<file path="config.mk">
export PLATFORM = sky130hd
export DESIGN_NAME = vmx_dma_cmd_splitter
export DESIGN_NICKNAME = d
export VERILOG_FILES = /design/src/rtl/vmx_dma_pkg.sv /design/src/rtl/vmx_burst_calc.sv /design/src/rtl/vmx_dma_cmd_splitter.sv
export SDC_FILE = /design/constraint.sdc
export NUM_CORES = 1
export LEC_CHECK = 0
export ABC_AREA = 0
export ABC_CLOCK_PERIOD_IN_PS = 2600
export BUFFER_PORTS_ARGS = -buffer_cell sky130_fd_sc_hd__buf_2
export CAP_MARGIN = 40
export CORE_ASPECT_RATIO = 0.75
export CORE_UTILIZATION = 50
export CTS_CLUSTER_SIZE = 14
export DETAILED_ROUTE_END_ITERATION = 7
export GPL_ROUTABILITY_DRIVEN = 0
export PLACE_DENSITY = 0.73
export SYNTH_ARGS = -nofsm -noshare
export SYNTH_HDL_FRONTEND = slang
export SYNTH_SLANG_ARGS = --single-unit
</file>
<file path="constraint.sdc">
create_clock -name M_AXI_ACLK -period 2.6 [get_ports M_AXI_ACLK]
set_input_delay 0.13 -clock M_AXI_ACLK [delete_from_list [all_inputs] [get_ports M_AXI_ACLK]]
set_output_delay 0.13 -clock M_AXI_ACLK [all_outputs]
set_load 0.01 [all_outputs]
</file>
<file path="src/rtl/vmx_dma_pkg.sv">
`default_nettype none
// ============================================================================
// Module   : vmx_dma_pkg
// Brief    : Shared command layout, FSM encoding and helpers for the VMX DMA
//            command path.
// Revision : 1.0 - initial release
// ============================================================================
package vmx_dma_pkg;

  localparam int CMD_W         = 41;
  localparam int CMD_DIR_BIT   = 40;
  localparam int CMD_LEN_MSB   = 39;
  localparam int CMD_LEN_LSB   = 32;
  localparam int CMD_ADDR_MSB  = 31;
  localparam int CMD_ADDR_LSB  = 0;

  // Beat count register width: holds 1..256.
  localparam int BEAT_W        = 9;

  typedef enum logic [1:0] {
    ST_IDLE = 2'd0,
    ST_CALC = 2'd1,
    ST_PUSH = 2'd2,
    ST_DONE = 2'd3
  } vmx_cmd_state_t;

  function automatic logic [CMD_W-1:0] build_cmd(
    input logic        dir,
    input logic [7:0]  axlen,
    input logic [31:0] addr
  );
    logic [CMD_W-1:0] cmd;
    cmd                             = '0;
    cmd[CMD_DIR_BIT]                = dir;
    cmd[CMD_LEN_MSB:CMD_LEN_LSB]    = axlen;
    cmd[CMD_ADDR_MSB:CMD_ADDR_LSB]  = addr;
    return cmd;
  endfunction

endpackage : vmx_dma_pkg
`default_nettype wire

</file>
<file path="src/rtl/vmx_burst_calc.sv">
`default_nettype none
// ============================================================================
// Module   : vmx_burst_calc
// Brief    : Combinational beat count = min(remaining, MAX_BURST[, words_to_4k]).
//            4 KB clipping enabled by macro VMX_CMD_4K_SPLIT_EN.
// Revision : 1.0 - initial release
// ============================================================================
module vmx_burst_calc
  import vmx_dma_pkg::*;
#(
  parameter int MAX_BURST = 16,
  parameter int LEN_W     = 24
) (
  input  logic [LEN_W-1:0]  i_remaining,
  input  logic [11:0]       i_addr_lo,
  output logic [BEAT_W-1:0] o_beats
);

  localparam int CALC_W = (LEN_W > 11) ? LEN_W : 11;
  localparam logic [CALC_W-1:0] C_MAX_BURST = CALC_W'(MAX_BURST);

  logic [CALC_W-1:0] w_rem;
  logic [CALC_W-1:0] w_lim_burst;
  logic [CALC_W-1:0] w_lim;
  logic              w_unused_hi;
  logic              w_unused_addr;

  assign w_rem       = CALC_W'(i_remaining);
  assign w_lim_burst = (w_rem < C_MAX_BURST) ? w_rem : C_MAX_BURST;

`ifdef VMX_CMD_4K_SPLIT_EN
  logic [10:0]       w_words_to_4k;
  logic [CALC_W-1:0] w_words_to_4k_ext;

  // Word index within the 4 KB page; distance to the next page is 1..1024.
  assign w_words_to_4k     = 11'd1024 - {1'b0, i_addr_lo[11:2]};
  assign w_words_to_4k_ext = CALC_W'(w_words_to_4k);
  assign w_lim             = (w_lim_burst < w_words_to_4k_ext) ? w_lim_burst : w_words_to_4k_ext;
  assign w_unused_addr     = ^i_addr_lo[1:0];
`else
  assign w_lim             = w_lim_burst;
  assign w_unused_addr     = ^i_addr_lo;
`endif

  // Result never exceeds 256, so the upper bits are always zero.
  assign o_beats     = w_lim[BEAT_W-1:0];
  assign w_unused_hi = |w_lim[CALC_W-1:BEAT_W];

endmodule : vmx_burst_calc
`default_nettype wire

</file>
<file path="src/rtl/vmx_dma_cmd_splitter.sv">
`default_nettype none
// ============================================================================
// Module   : vmx_dma_cmd_splitter
// Brief    : Splits a DMA descriptor into AXI burst commands for the M_AXI
//            command FIFO. Optional 4 KB clipping: VMX_CMD_4K_SPLIT_EN.
// Revision : 1.0 - initial release
// ============================================================================
module vmx_dma_cmd_splitter
  import vmx_dma_pkg::*;
#(
  parameter int MAX_BURST = 16,
  parameter int LEN_W     = 24
) (
  input  logic              M_AXI_ACLK,
  input  logic              M_AXI_ARESETN,
  input  logic              DESC_VALID,
  output logic              DESC_READY,
  input  logic [31:0]       DESC_ADDR,
  input  logic [LEN_W-1:0]  DESC_LEN,
  input  logic              DESC_WRITE,
  output logic [CMD_W-1:0]  CMD_FIFO_DATA,
  output logic              CMD_FIFO_WREN,
  input  logic              CMD_FIFO_FULL,
  output logic              BUSY,
  output logic              DESC_DONE
);

  vmx_cmd_state_t    r_state;
  vmx_cmd_state_t    w_state_nxt;

  logic [31:0]       r_addr;
  logic [LEN_W-1:0]  r_remaining;
  logic              r_dir;
  logic [BEAT_W-1:0] r_beats;

  logic [BEAT_W-1:0] w_beats;
  logic [LEN_W-1:0]  w_beats_ext;
  logic [7:0]        w_axlen;
  logic              w_load;
  logic              w_calc;
  logic              w_push;
  logic              w_wren_nxt;
  logic              w_done_nxt;

  vmx_burst_calc #(
    .MAX_BURST (MAX_BURST),
    .LEN_W     (LEN_W)
  ) u_burst_calc (
    .i_remaining (r_remaining),
    .i_addr_lo   (r_addr[11:0]),
    .o_beats     (w_beats)
  );

  assign w_beats_ext = LEN_W'(r_beats);
  // A 256-beat burst wraps to AxLEN 8'hFF, which is the intended encoding.
  assign w_axlen     = w_beats[7:0] - 8'd1;

  always_comb begin
    w_state_nxt = r_state;
    w_load      = 1'b0;
    w_calc      = 1'b0;
    w_push      = 1'b0;
    w_wren_nxt  = 1'b0;
    w_done_nxt  = 1'b0;
    case (r_state)
      ST_IDLE: begin
        if (DESC_VALID) begin
          w_load      = 1'b1;
          w_state_nxt = (DESC_LEN == '0) ? ST_DONE : ST_CALC;
        end
      end
      ST_CALC: begin
        w_calc      = 1'b1;
        w_state_nxt = ST_PUSH;
      end
      ST_PUSH: begin
        if (!CMD_FIFO_FULL) begin
          w_push      = 1'b1;
          w_wren_nxt  = 1'b1;
          w_state_nxt = (r_remaining == w_beats_ext) ? ST_DONE : ST_CALC;
        end
      end
      ST_DONE: begin
        w_done_nxt  = 1'b1;
        w_state_nxt = ST_IDLE;
      end
      default: w_state_nxt = ST_IDLE;
    endcase
  end

  // Status outputs track the next state so they line up with r_state.
  always_ff @(posedge M_AXI_ACLK or negedge M_AXI_ARESETN) begin
    if (!M_AXI_ARESETN) begin
      r_state       <= ST_IDLE;
      DESC_READY    <= 1'b1;
      BUSY          <= 1'b0;
      CMD_FIFO_WREN <= 1'b0;
      DESC_DONE     <= 1'b0;
    end else begin
      r_state       <= w_state_nxt;
      DESC_READY    <= (w_state_nxt == ST_IDLE);
      BUSY          <= (w_state_nxt != ST_IDLE);
      CMD_FIFO_WREN <= w_wren_nxt;
      DESC_DONE     <= w_done_nxt;
    end
  end

  always_ff @(posedge M_AXI_ACLK or negedge M_AXI_ARESETN) begin
    if (!M_AXI_ARESETN) begin
      r_addr        <= '0;
      r_remaining   <= '0;
      r_dir         <= 1'b0;
      r_beats       <= '0;
      CMD_FIFO_DATA <= '0;
    end else begin
      if (w_load) begin
        r_addr      <= DESC_ADDR & 32'hFFFF_FFFC;
        r_remaining <= DESC_LEN;
        r_dir       <= DESC_WRITE;
      end
      if (w_calc) begin
        r_beats       <= w_beats;
        CMD_FIFO_DATA <= build_cmd(r_dir, w_axlen, r_addr);
      end
      // Address wraps silently at 2^32; beats <= remaining so no underflow.
      if (w_push) begin
        r_addr      <= r_addr + {21'd0, r_beats, 2'b00};
        r_remaining <= r_remaining - w_beats_ext;
      end
    end
  end

endmodule : vmx_dma_cmd_splitter
`default_nettype wire
</file>
# Yosys cells after proc, flatten, opt, wreduce, memory -nomap -nowiden
# Cells that the tools add are included.
dict set report classes {
  eq_ne 4
  div 0
  n_lt_le_gt_ge 1
  n_addsub 3
  n_shift 0
  n_reduce_logical 5
  n_mux 16
  bitwise 0
  n_mul 0
}
# operator n
set op_table {}
lappend op_table {{32-bit 2-to-1 mux} 2}
lappend op_table {{24-bit 2-to-1 mux} 2}
lappend op_table {{32-bit by 11-bit adder with 32-bit output} 1}
lappend op_table {{24-bit by 9-bit equality test with 1-bit output} 1}
lappend op_table {{24-bit logical NOT} 1}
lappend op_table {{24-bit by 5-bit less-than comparator with 1-bit output, second input constant} 1}
lappend op_table {{24-bit by 9-bit subtractor with 24-bit output} 1}
lappend op_table {{9-bit 2-to-1 mux} 1}
lappend op_table {{2-bit 2-to-1 mux} 4}
lappend op_table {{2-bit one-hot mux with 4 select lines} 1}
lappend op_table {{8-bit by 1-bit subtractor with 8-bit output, second input constant} 1}
lappend op_table {{1-bit 2-to-1 mux} 6}
lappend op_table {{2-bit equality test, second input constant} 2}
lappend op_table {{2-bit logical NOT} 2}
lappend op_table {{2-bit nonzero test} 2}
lappend op_table {{2-bit by 1-bit equality test with 1-bit output, second input constant} 1}
dict set report totals {
  out_inout_bits 45
  reg_bits 113
  latchBits 0
  rom_bits 0
  ramBits 0
  n_memories 0
}

# Logic depth before layout (Yosys ltp)
# Gate-level depths: netlist of the first run.
dict set report logic_depth {
  ltp_word 5
  ltp_mapped 9
  ltp_nobuf 9
}

# Hierarchy
# A second synthesis of the first run with hierarchy kept.
dict set report hier_totals {
  hier_cells 694
  hier_area_um2 6149.6
}
# module cells_per_inst area_per_inst_um2 instances
set modules_own_cells {}
lappend modules_own_cells {vmx_dma_cmd_splitter 673 6018.3 1}
lappend modules_own_cells {vmx_burst_calc 21 131.4 1}

# Worst setup path before layout of the first run
# Ideal clock, no wire load.
dict set report synth_timing {
  kind {register -> register}
  startpoint {register r_addr[2]}
  endpoint {register r_addr[22]}
  setup_time_ps 148
  t_arrival_ps 2259
  setup_slack_ps 193
  path_buffers 0
  stages_incl_launch_ff 9
  path_cell_list {dfrtp_1 -> ha_1 -> fa_1 -> a21o_1 -> a22o_1 -> a221oi_4 -> nor3_2 -> a311oi_1 -> a211oi_1}
}
dict set report synth_via {
  elab_chain_cells 2
}
# item line_no
set synth_lines {}
lappend synth_lines {{start: declaration} vmx_dma_cmd_splitter.sv:31} ;# logic [31:0] r_addr;
lappend synth_lines {{start signal: assignment} vmx_dma_cmd_splitter.sv:117} ;# r_addr <= DESC_ADDR & 32'hFFFF_FFFC;
lappend synth_lines {{start signal: assignment} vmx_dma_cmd_splitter.sv:127} ;# r_addr <= r_addr + {21'd0, r_beats, 2'b00};
lappend synth_lines {{32-bit by 11-bit adder with 32-bit output} vmx_dma_cmd_splitter.sv:127}
lappend synth_lines {{32-bit 2-to-1 mux} vmx_dma_cmd_splitter.sv:126} ;# if (w_push) begin
# No other way between the ends.
# A chain may end at the register's enable or synchronous reset.

# Worst setup path in the final report of the first run
dict set report layout_timing {
  startpoint {register r_remaining[3]}
  endpoint {register r_remaining[13]}
}
dict set report layout_via {
  elab_chain_cells 2
}
# item line_no
set layout_lines {}
lappend layout_lines {{start: declaration} vmx_dma_cmd_splitter.sv:32} ;# logic [LEN_W-1:0] r_remaining;
lappend layout_lines {{start signal: assignment} vmx_dma_cmd_splitter.sv:128} ;# r_remaining <= r_remaining - w_beats_ext;
lappend layout_lines {{24-bit by 9-bit subtractor with 24-bit output} vmx_dma_cmd_splitter.sv:128}
lappend layout_lines {{24-bit 2-to-1 mux} vmx_dma_cmd_splitter.sv:126}
# No other way between the ends.

==> qor.yml, run 1 <==
min_to: "r_addr[14]"
tns_ns: 0
relSlewSlack_pct: 52.00
grt_pass1_wl_microns: 25140
dp_hpwl_microns: 11070
io_pins: 106
antenna_left: 0
cts_sinks: 109
seq_area_sq_mm: 0.002729
ir_worst_vdd_v: 0.0004901
wl_met2_microns: 7233
worstPathArrival_ns: 2.70
drt_pass1_iterations: 5
grt_max_degree: 56
syn_to_final_growth_pct: 19.28
ys_ff_latch: 109
fin_hold_ws_ns: 0.01191
reg2reg_slack_ns: 0.13
die_w_microns: 126.8
rr_worst_depth: 7
p_leak_nw: 3.298
power.density_mw_per_mm2: 1139
synth_area_sq_mm: 0.005839
grt_pass1_vias: 4956
worstSetupStartpointType: "register"
cts_buffer_depth: 2
via_per_inst: 5.909
cts_root_buf: "clkbuf_16"
hp-start: "DESC_ADDR[14]"
cts_max_level: 3
r2r_end: "r_remaining[13]"
overflow: 0
avgSynthCellArea_sq_um: 8.997
worstSetupPathType: "register to register"
num_antenna_cells: 0
die_h_microns: 95.59
synth_cells: 649
status: "finished clean"
synth_seq_area_share_pct: 46.73
drv_cap: 0
dieArea_sq_mm: 0.01212
numPortBuffers: 101
drc: 0
vias: 5318
ys.flop_type: "dfrtp_1"
hold_violations: 0
synth_cell_type_count: 67
finClkSkew_ns: 0.01056
grt_antenna_before_repair: 0
drive_above_1_share_pct: 21.97
fin_ws_ns: 0.1262
wl_per_cell_microns: 17.27
slew_viol_final: 0
met1_length_microns: 7246
num_rows: 33
synth_edf_count: 0
cts_inserted_buffers: 9
nets: 837
path_max_fanout: 6
tritoncts: "built"
holdPathStages: 3
fmax_mhz: 404.2
path_clk_slew_ns: 0.08
clock_latency_ns: 0.35
min_path_type: "primary input to register"
preCtsSetupSlack_ns: 0.03684
setup_viol: 0
grt.total_usage_pct: 26.65
fillerInstances: 961
met3_length_microns: 956
worstMarginPinSlew_ns: 0.7200
drt_wl_total_microns: 15540
end_kind: "register"
min_period_over_period_pct: 95.15
drtIter0Drc: 463
rsz0062_at_grt: "no"
required_ns: 2.82
async_reset_ff_share_pct: 100.0
finalCriticalPeriod_ns: 2.474
start_util_pct: 52.38
r2r-start: "r_remaining[3]"
core_area_sq_mm: 0.01115
multi_input_area_sq_mm: 0.002948
routed.top_layer: "met4"
yosysWarnings: 0
-- how the worst max path moves through the flow --
stage | end | slack (ns) | depth (start not counted) | from
2_1_floorplan | r_addr[22] | 0.19 | 8 | r_addr[2]
3_3_place_gp | r_addr[22] | 0.11 | 8 | r_addr[2]
3_5_place_dp | r_addr[22] | 0.04 | 8 | r_addr[2]
4_1_cts | r_addr[22] | 0.02 | 8 | r_addr[2]
5_1_grt | r_addr[24] | 0.01 | 9 | r_addr[2]
6_report | r_remaining[13] | 0.13 | 7 | r_remaining[3]
-- state kept, by name (all words and copies together), names as in the netlist --
register	count
r_state	2
r_beats	9
r_dir	1
r_addr	30
BUSY	1
CMD_FIFO_WREN	1
r_remaining	24
DESC_DONE	1
DESC_READY	1
CMD_FIFO_DATA	39
-- layout make-up --
| cell class | count | share of cell area, % |
|---|---|---|
| clock buffer | 10 | 3.287 |
| clock inverter | 6 | 0.8443 |
| tap | 140 | 2.515 |
| inverter | 24 | 1.293 |
| multi-input combinational | 485 | 42.32 |
| timing repair buffer | 126 | 10.56 |
| sequential | 109 | 39.18 |
-- cell usage after synthesis (all sizes together), types with 4 or more instances --
master | count | area, sq um
a21o | 6 | 45.04
clkbuf | 25 | 95.09
xnor2 | 7 | 61.31
a22oi | 7 | 52.55
o21a | 6 | 45.04
xor2 | 5 | 43.79
mux2i | 5 | 50.05
nand3 | 18 | 90.09
nand2 | 147 | 554.3
dfrtp | 108 | 2703
nand2b | 7 | 51.30
o211ai | 10 | 75.07
o21ai | 25 | 125.1
nor4 | 12 | 75.07
and4 | 4 | 35.03
and3 | 9 | 56.30
and2 | 5 | 33.78
nor2b | 5 | 31.28
or4 | 4 | 37.53
a211oi | 15 | 112.6
o311ai | 8 | 70.07
ha | 19 | 237.7
a31oi | 7 | 43.79
inv | 24 | 90.09
buf | 7 | 45.03
nand4 | 9 | 56.30
o22ai | 16 | 100.1
a21oi | 19 | 95.09
nor2 | 48 | 180.2
nor3 | 20 | 121.4
-- repair_timing --
action	4_1_cts	5_1_grt
endpoints found under the hold margin	55	0
hold buffers	4	0
buffers inserted	0	2
setup endpoints to repair	0	17
resized for setup	0	15
-- cell usage in the layout (no fill, tap or decap), types with 3 or more instances in the layout --
| cell | n |
|---|---|
| nand2_1 | 145 |
| dfrtp_1 | 108 |
| buf_2 | 101 |
| nor2_1 | 48 |
| o21ai_0 | 24 |
| inv_1 | 24 |
| a21oi_1 | 19 |
| nand3_1 | 18 |
| nor3_1 | 17 |
| ha_1 | 17 |
| buf_4 | 17 |
| o22ai_1 | 16 |
| a211oi_1 | 15 |
| nor4_1 | 12 |
| o211ai_1 | 10 |
| nand4_1 | 9 |
| clkbuf_16 | 9 |
| and3_1 | 8 |
| o311ai_0 | 7 |
| xnor2_1 | 7 |
| a22oi_1 | 7 |
| a21o_1 | 6 |
| a31oi_1 | 6 |
| o21a_1 | 6 |
| xor2_1 | 5 |
| nand2b_1 | 5 |
| mux2i_1 | 5 |
| nor2b_1 | 4 |
| and2_1 | 4 |
| and4_1 | 4 |
| dlygate4sd3_1 | 4 |
| a221o_1 | 3 |
| or2_2 | 3 |
-- critical path: stages, from the launching register on --
cell and delay, ns:
dfrtp_1 0.40, ha_1 0.38, a21o_1 0.23, and3_1 0.20, or4_4 0.46, or3_4 0.39
o211ai_1 0.18, o311ai_1 0.12
-- per-layer routing --
metal / vias to the layer above / GRT usage (%)
met5: - / 0
li1: 2540 / -
met2: 195 / 43.37
met3: 11 / 4.714
met1: 2572 / 37.52
met4: 0 / 5.754
-- where the power goes --
part | internal (mW) | switching [mW]
logic | 1.44 | 2.08
clock network | 0.670 | 0.675
registers | 2.42 | 0.642
-- metrics by stage --
step | area, sq um | utilization, % | std cells | power [mW]
finish | 6965 | 62.48 | 900 | 7.931
global route | 6965 | 62.48 | 900 | 8.537
CTS | 6879 | 61.71 | 897 | 7.860
detailed placement | 6551 | 58.77 | 877 | 6.487
global placement | 6551 | 58.77 | 877 | 6.318
floorplan | 5843 | - | 650 | 5.341
-- cells by family after synthesis --
kind of cell,after synthesis,share of synthesized area (%)
xor+xnor,12,1.800
fa+ha+maj,21,4.757
flops,109,46.73
buf+inv,56,3.942
compound gates,147,17.68
mux,5,0.8571
other cells,1,0.06422
simple gates,298,24.17
Power figures use the tool's default switching activity.
==> run 2, diff against run 1 <==
- CTS_BUF_LIST: not set -> sky130_fd_sc_hd__clkbuf_4
==> qor.yml, run 2 (same netlist as run 1, synthesis figures left out) <==
reg2reg_slack_ns: 0.1  # -0.03 ns
nets: 892  # +6.6%
drt_wl_total_microns: 15920  # +2.4%
finalCriticalPeriod_ns: 2.501  # +0.02680 ns
io_pins: 106  # unchanged
num_antenna_cells: 0  # unchanged
reg_top3: "CMD_FIFO_DATA x39, r_addr x30, r_remaining x24"
num_rows: 33  # unchanged
slowest_stage: "or4_4"
max_stage_delay_ns: 0.46  # about the same
grt_antenna_before_repair: 0  # unchanged
dp_cells: 877  # unchanged
start_util_pct: 52.38  # unchanged
setup_viol: 0  # unchanged
min_path_type: "primary input to register"
worstSetupStartpointType: "register"
relSlewSlack_pct: 50.97  # -1.0 points
r2r_end: "r_remaining[13]"
die_w_microns: 126.8  # unchanged
hold_violations: 0  # unchanged
ir_worst_vdd_v: 0.0004580  # -6.5%
p_leak_nw: 3.468  # +5.2%
drt_pass1_iterations: 5  # unchanged
vias: 5519  # +3.8%
cts_inserted_buffers: 9  # unchanged
final_common_cell: "nand2_1"
fmax_mhz: 399.9  # -1.1%
die_h_microns: 95.59  # unchanged
drc: 0  # unchanged
cts_buffer_depth: 2  # unchanged
grt_pass1_wl_microns: 26010  # +3.5%
numPortBuffers: 101  # unchanged
worstPathArrival_ns: 2.88  # +0.18 ns
gr-usage-met3_pct: 5.051  # +0.34 points
antenna_left: 0  # unchanged
via_per_inst: 5.779  # -2.2%
rr_worst_depth: 8  # +1
final_cell_mix: "nand2_1, dfrtp_1, buf_2"
cp_top_family: "simple AND/OR/NAND/NOR gates"
finClkSkew_ns: 0.03328  # +0.02272 ns
drive_above_1_share_pct: 21.23  # -0.75 points
tritoncts: "built"
wl_per_cell_microns: 16.67  # -3.5%
drv_cap: 0  # unchanged
cts_sinks: 109  # unchanged
drtIter0Drc: 508  # +9.7%
met1_usage_pct: 38.76  # +1.2 points
cts_root_buf: "clkbuf_4"
dieArea_sq_mm: 0.01212  # unchanged
worstMarginPinSlew_ns: 0.7355  # +0.01549 ns
largest_register_ffs: 39  # unchanged
crit_start: "r_beats[7]"
cts_max_level: 3  # unchanged
min_period_over_period_pct: 96.18  # +1.0 points
path_max_fanout: 6  # unchanged
dp_hpwl_microns: 11070  # unchanged
fillerInstances: 930  # -3.2%
worstSetupPathType: "register to register"
endpoint: "r_remaining[13]"
slew_viol_final: 0  # unchanged
fin_cells: 955  # +6.1%
status: "finished clean"
grt_max_degree: 56  # unchanged
grt.total_usage_pct: 27.46  # +0.80 points
clock_latency_ns: 0.50  # +0.15 ns
worst-path-stages: 8  # +1
overflow: 0  # unchanged
fin_util_pct: 65.93  # +3.4 points
grt.busiest_layer: "met2"
hp-start: "DESC_LEN[20]"
power.density_mw_per_mm2: 1023  # -10%
path_clk_slew_ns: 0.17  # +0.09 ns
crit_path_cell_trace: "inv_1 > ha_2 > and3_2 > and3_1 > or4_4 > or3_4 > o211ai_1 > o311ai_1"
grt_pass1_vias: 5154  # +4.0%
core_area_sq_mm: 0.01115  # unchanged
end_kind: "register"
required_ns: 2.98  # +0.16 ns
max_flop_register: "CMD_FIFO_DATA"
met2_usage_pct: 44.75  # +1.4 points
r2r-start: "r_beats[7]"
worst-path-buf-inv: 1  # +1
syn_to_final_growth_pct: 25.86
## run 2: cell count changes in the layout (fill, tap and decap cells not counted), sizes merged
cell | previous run | this run
dlygate4sd3 | 4 | 54
buf | 122 | 127
## run 2: repair_timing
action                     4_1_cts  5_1_grt
resized for setup                0       14
hold buffers                    54        0
setup buffers                    0        7
hold endpoints to repair       104        0
setup endpoints to repair        0       19
## run 2: cell type report
cell class,count,area [sq um],share of cell area (%)
clock buffer,10,75.07,1.021
clock inverter,6,58.81,0.8001
inverter,24,90.09,1.226
multi-input combinational,485,2948,40.11
sequential,109,2729,37.13
tap,140,175.2,2.383
timing repair buffer,181,1274,17.33
## run 2: worst min-delay path: stages
cell,delay [ns]
buf_2,0.09
a22oi_1,0.07
a21bo_2,0.18
## run 2: power breakdown
group	leakage, nW	internal (mW)	switching [mW]
clock	0.0703	0.226	0.627
combinational	2.08	1.51	2.10
sequential	1.32	2.41	0.642
## run 2: routing by layer
metal	wire, microns	part of all wire [%]
met5	0	0
met4	121	0.76
met3	888	5.6
met2	7426	47
met1	7480	47
## run 2: how the worst min path moves through the flow
| stage | cells after the start | to |
|---|---|---|
| floorplan | 0 | BUSY |
| global placement | 1 | CMD_FIFO_DATA[13] |
| detailed placement | 1 | CMD_FIFO_DATA[13] |
| CTS | 3 | r_remaining[20] |
| global route | 3 | r_remaining[20] |
| finish | 3 | r_remaining[20] |
## run 2: per-stage QoR
step                instance area (sq um)  setup slack, ns  power (mW)    TNS, ns  hold WS [ns]
global placement                     6551           0.1065       6.318          0        0.2251
detailed placement                   6551          0.03684       6.487          0        0.2342
global route                         7350        -0.004336       8.112  -0.004336       0.01241
floorplan                            5843           0.1928       5.341          0       -0.1656
CTS                                  7226          0.02367       7.408          0      0.005745
finish                               7350          0.09939       7.515          0      0.008600
==> run 3, diff against run 2 <==
- ABC_CLOCK_PERIOD_IN_PS: 2600 -> 2210
- PLACE_DENSITY: 0.73 -> 0.76
- clock period: 2.6 -> 2.21 ns (I/O delays scaled with it)
==> qor.yml, run 3 (same netlist as run 1, synthesis figures left out) <==
nets: 983  # +10%
seq_area_sq_mm: 0.002730  # about the same
cts_sinks: 109  # unchanged
cp_top_family: "compound AO/OA/AOI/OAI gates"
finalCriticalPeriod_ns: 2.373  # -0.1275 ns
io_pins: 106  # unchanged
drv_cap: 0  # unchanged
ir_worst_vdd_v: 0.0007211  # +57%
start_util_pct: 52.38  # unchanged
multi_input_area_sq_mm: 0.003299  # +12%
overflow: 0  # unchanged
status: "finished, violations left"
worstPathArrival_ns: 2.78  # -0.10 ns
fillerInstances: 744  # -20%
path_max_fanout: 7  # +1
die_w_microns: 126.8  # unchanged
antenna_left: 0  # unchanged
min_period_over_period_pct: 107.4  # +11 points
syn_to_final_growth_pct: 44.35
cts_buffer_depth: 2  # unchanged
final_common_cell: "nand2_1"
vias: 6132  # +11%
numPortBuffers: 101  # unchanged
via_per_inst: 5.862  # +1.4%
drt_pass1_iterations: 4  # -1
wl_per_cell_microns: 17.94  # +7.6%
core_area_sq_mm: 0.01115  # unchanged
clock_latency_ns: 0.50  # about the same
crit_path_cell_trace: "ha_2 > fa_2 > a21o_1 > a22o_1 > a221oi_4 > buf_12 > nor3_4 > a311oi_2 > a211oi_2"
largest_register_ffs: 39  # unchanged
power.density_mw_per_mm2: 1217  # +19%
reg2reg_slack_ns: -0.16  # -0.26 ns
grt_pass1_wl_microns: 28790  # +11%
setup_viol: 27  # +27
num_rows: 33  # unchanged
rsz0062_at_grt: "yes"
fin_hold_ws_ns: 0.09146  # +0.08286 ns
max_flop_register: "CMD_FIFO_DATA"
fin_util_pct: 75.61  # +9.7 points
worstSetupStartpointType: "register"
hold_violations: 0  # unchanged
min_path_type: "primary input to asynchronous set/reset pin"
dp_cells: 942  # +7.4%
final_cell_mix: "nand2_1, dfrtp_1, buf_4"
tritoncts: "built"
drive_above_1_share_pct: 33.66  # +12 points
grt.total_usage_pct: 30.46  # +3.0 points
path_clk_slew_ns: 0.18  # about the same
grt_pass1_vias: 6104  # +18%
num_antenna_cells: 0  # unchanged
dp_hpwl_microns: 11900  # +7.5%
fin_ws_ns: -0.1631  # -0.2625 ns
max_stage_delay_ns: 0.42  # -0.04 ns
drt_wl_total_microns: 18760  # +18%
fin_cells: 1046  # +9.5%
worst-path-buf-inv: 1  # unchanged
finClkSkew_ns: 0.01586  # -0.01742 ns
drtIter0Drc: 544  # +7.1%
end_kind: "register"
grt_antenna_before_repair: 0  # unchanged
drc: 0  # unchanged
worstMarginPinSlew_ns: 0.6346  # -0.1009 ns
grt_max_degree: 50  # -11%
cts_max_level: 3  # unchanged
failed_checks: "setup timing"
die_h_microns: 95.59  # unchanged
slew_viol_final: 0  # unchanged
cts_inserted_buffers: 9  # unchanged
slowest_stage: "dfrtp_1"
reg_top3: "CMD_FIFO_DATA x39, r_addr x30, r_remaining x24"
fmax_mhz: 421.4  # +5.4%
relSlewSlack_pct: 57.31  # +6.3 points
cts_root_buf: "clkbuf_4"
worstSetupPathType: "register to register"
p_leak_nw: 3.973  # +15%
required_ns: 2.61  # -0.37 ns
dieArea_sq_mm: 0.01212  # unchanged
run 3: cell types whose count changed in the layout (fill, tap and decap cells not counted), sizes merged:
cell         delta
buf            +87
clkbuf          -1
clkinvlp        -1
clkinv          +1
inv             +1
dlygate4sd3     +4
run 3: routing by layer:
metal | track usage, % | up-vias | share of wire (%)
met5 | 0 | - | 0
met4 | 10.42 | 0 | 2.2
met3 | 4.882 | 46 | 6.8
met2 | 54.19 | 292 | 50
met1 | 38.24 | 2969 | 41
li1 | - | 2825 | -
run 3: layout make-up:
class / count / share of cell area, %
Multi-Input combinational cell: 485 / 39.14
Sequential cell: 109 / 32.39
Timing Repair Buffer: 272 / 23.84
Tap cell: 140 / 2.078
Inverter: 24 / 1.069
Clock buffer: 9 / 0.8015
Clock inverter: 7 / 0.6828
run 3: per-stage QoR:
stage	instance area (sq um)	worst slack [ns]	TNS (ns)	power, mW
after floorplan	5903	-0.1592	-0.6729	6.353
after global placement	7118	-0.1024	-0.6321	8.095
after detailed placement	7118	-0.2339	-2.848	8.336
after CTS	8130	-0.1040	-1.100	9.750
after global routing	8429	-0.2287	-4.714	10.94
final	8429	-0.1631	-2.057	10.26
run 3: what timing repair did:
action | in CTS | in global routing
gates resized for setup | 40 | 36
setup endpoints to repair | 32 | 36
endpoints found under the hold margin | 139 | 0
hold buffers | 58 | 0
setup buffers | 14 | 16
pin swaps | 25 | 23
run 3: final timing paths:
kind,from,endpoint,depth (start not counted)
max,r_addr[2],r_addr[22],9
min,M_AXI_ARESETN,CMD_FIFO_DATA[31],2
max reg2reg,r_addr[2],r_addr[22],9
min reg2reg,CMD_FIFO_DATA[4],CMD_FIFO_DATA[4],2
max in group asynchronous,M_AXI_ARESETN,DESC_DONE,3
min in group M_AXI_ACLK,DESC_VALID,r_addr[3],4
run 3: power by group:
group / internal, mW / switching [mW]
clock network: 0.250 / 0.728
logic: 2.64 / 3.05
registers: 2.84 / 0.745
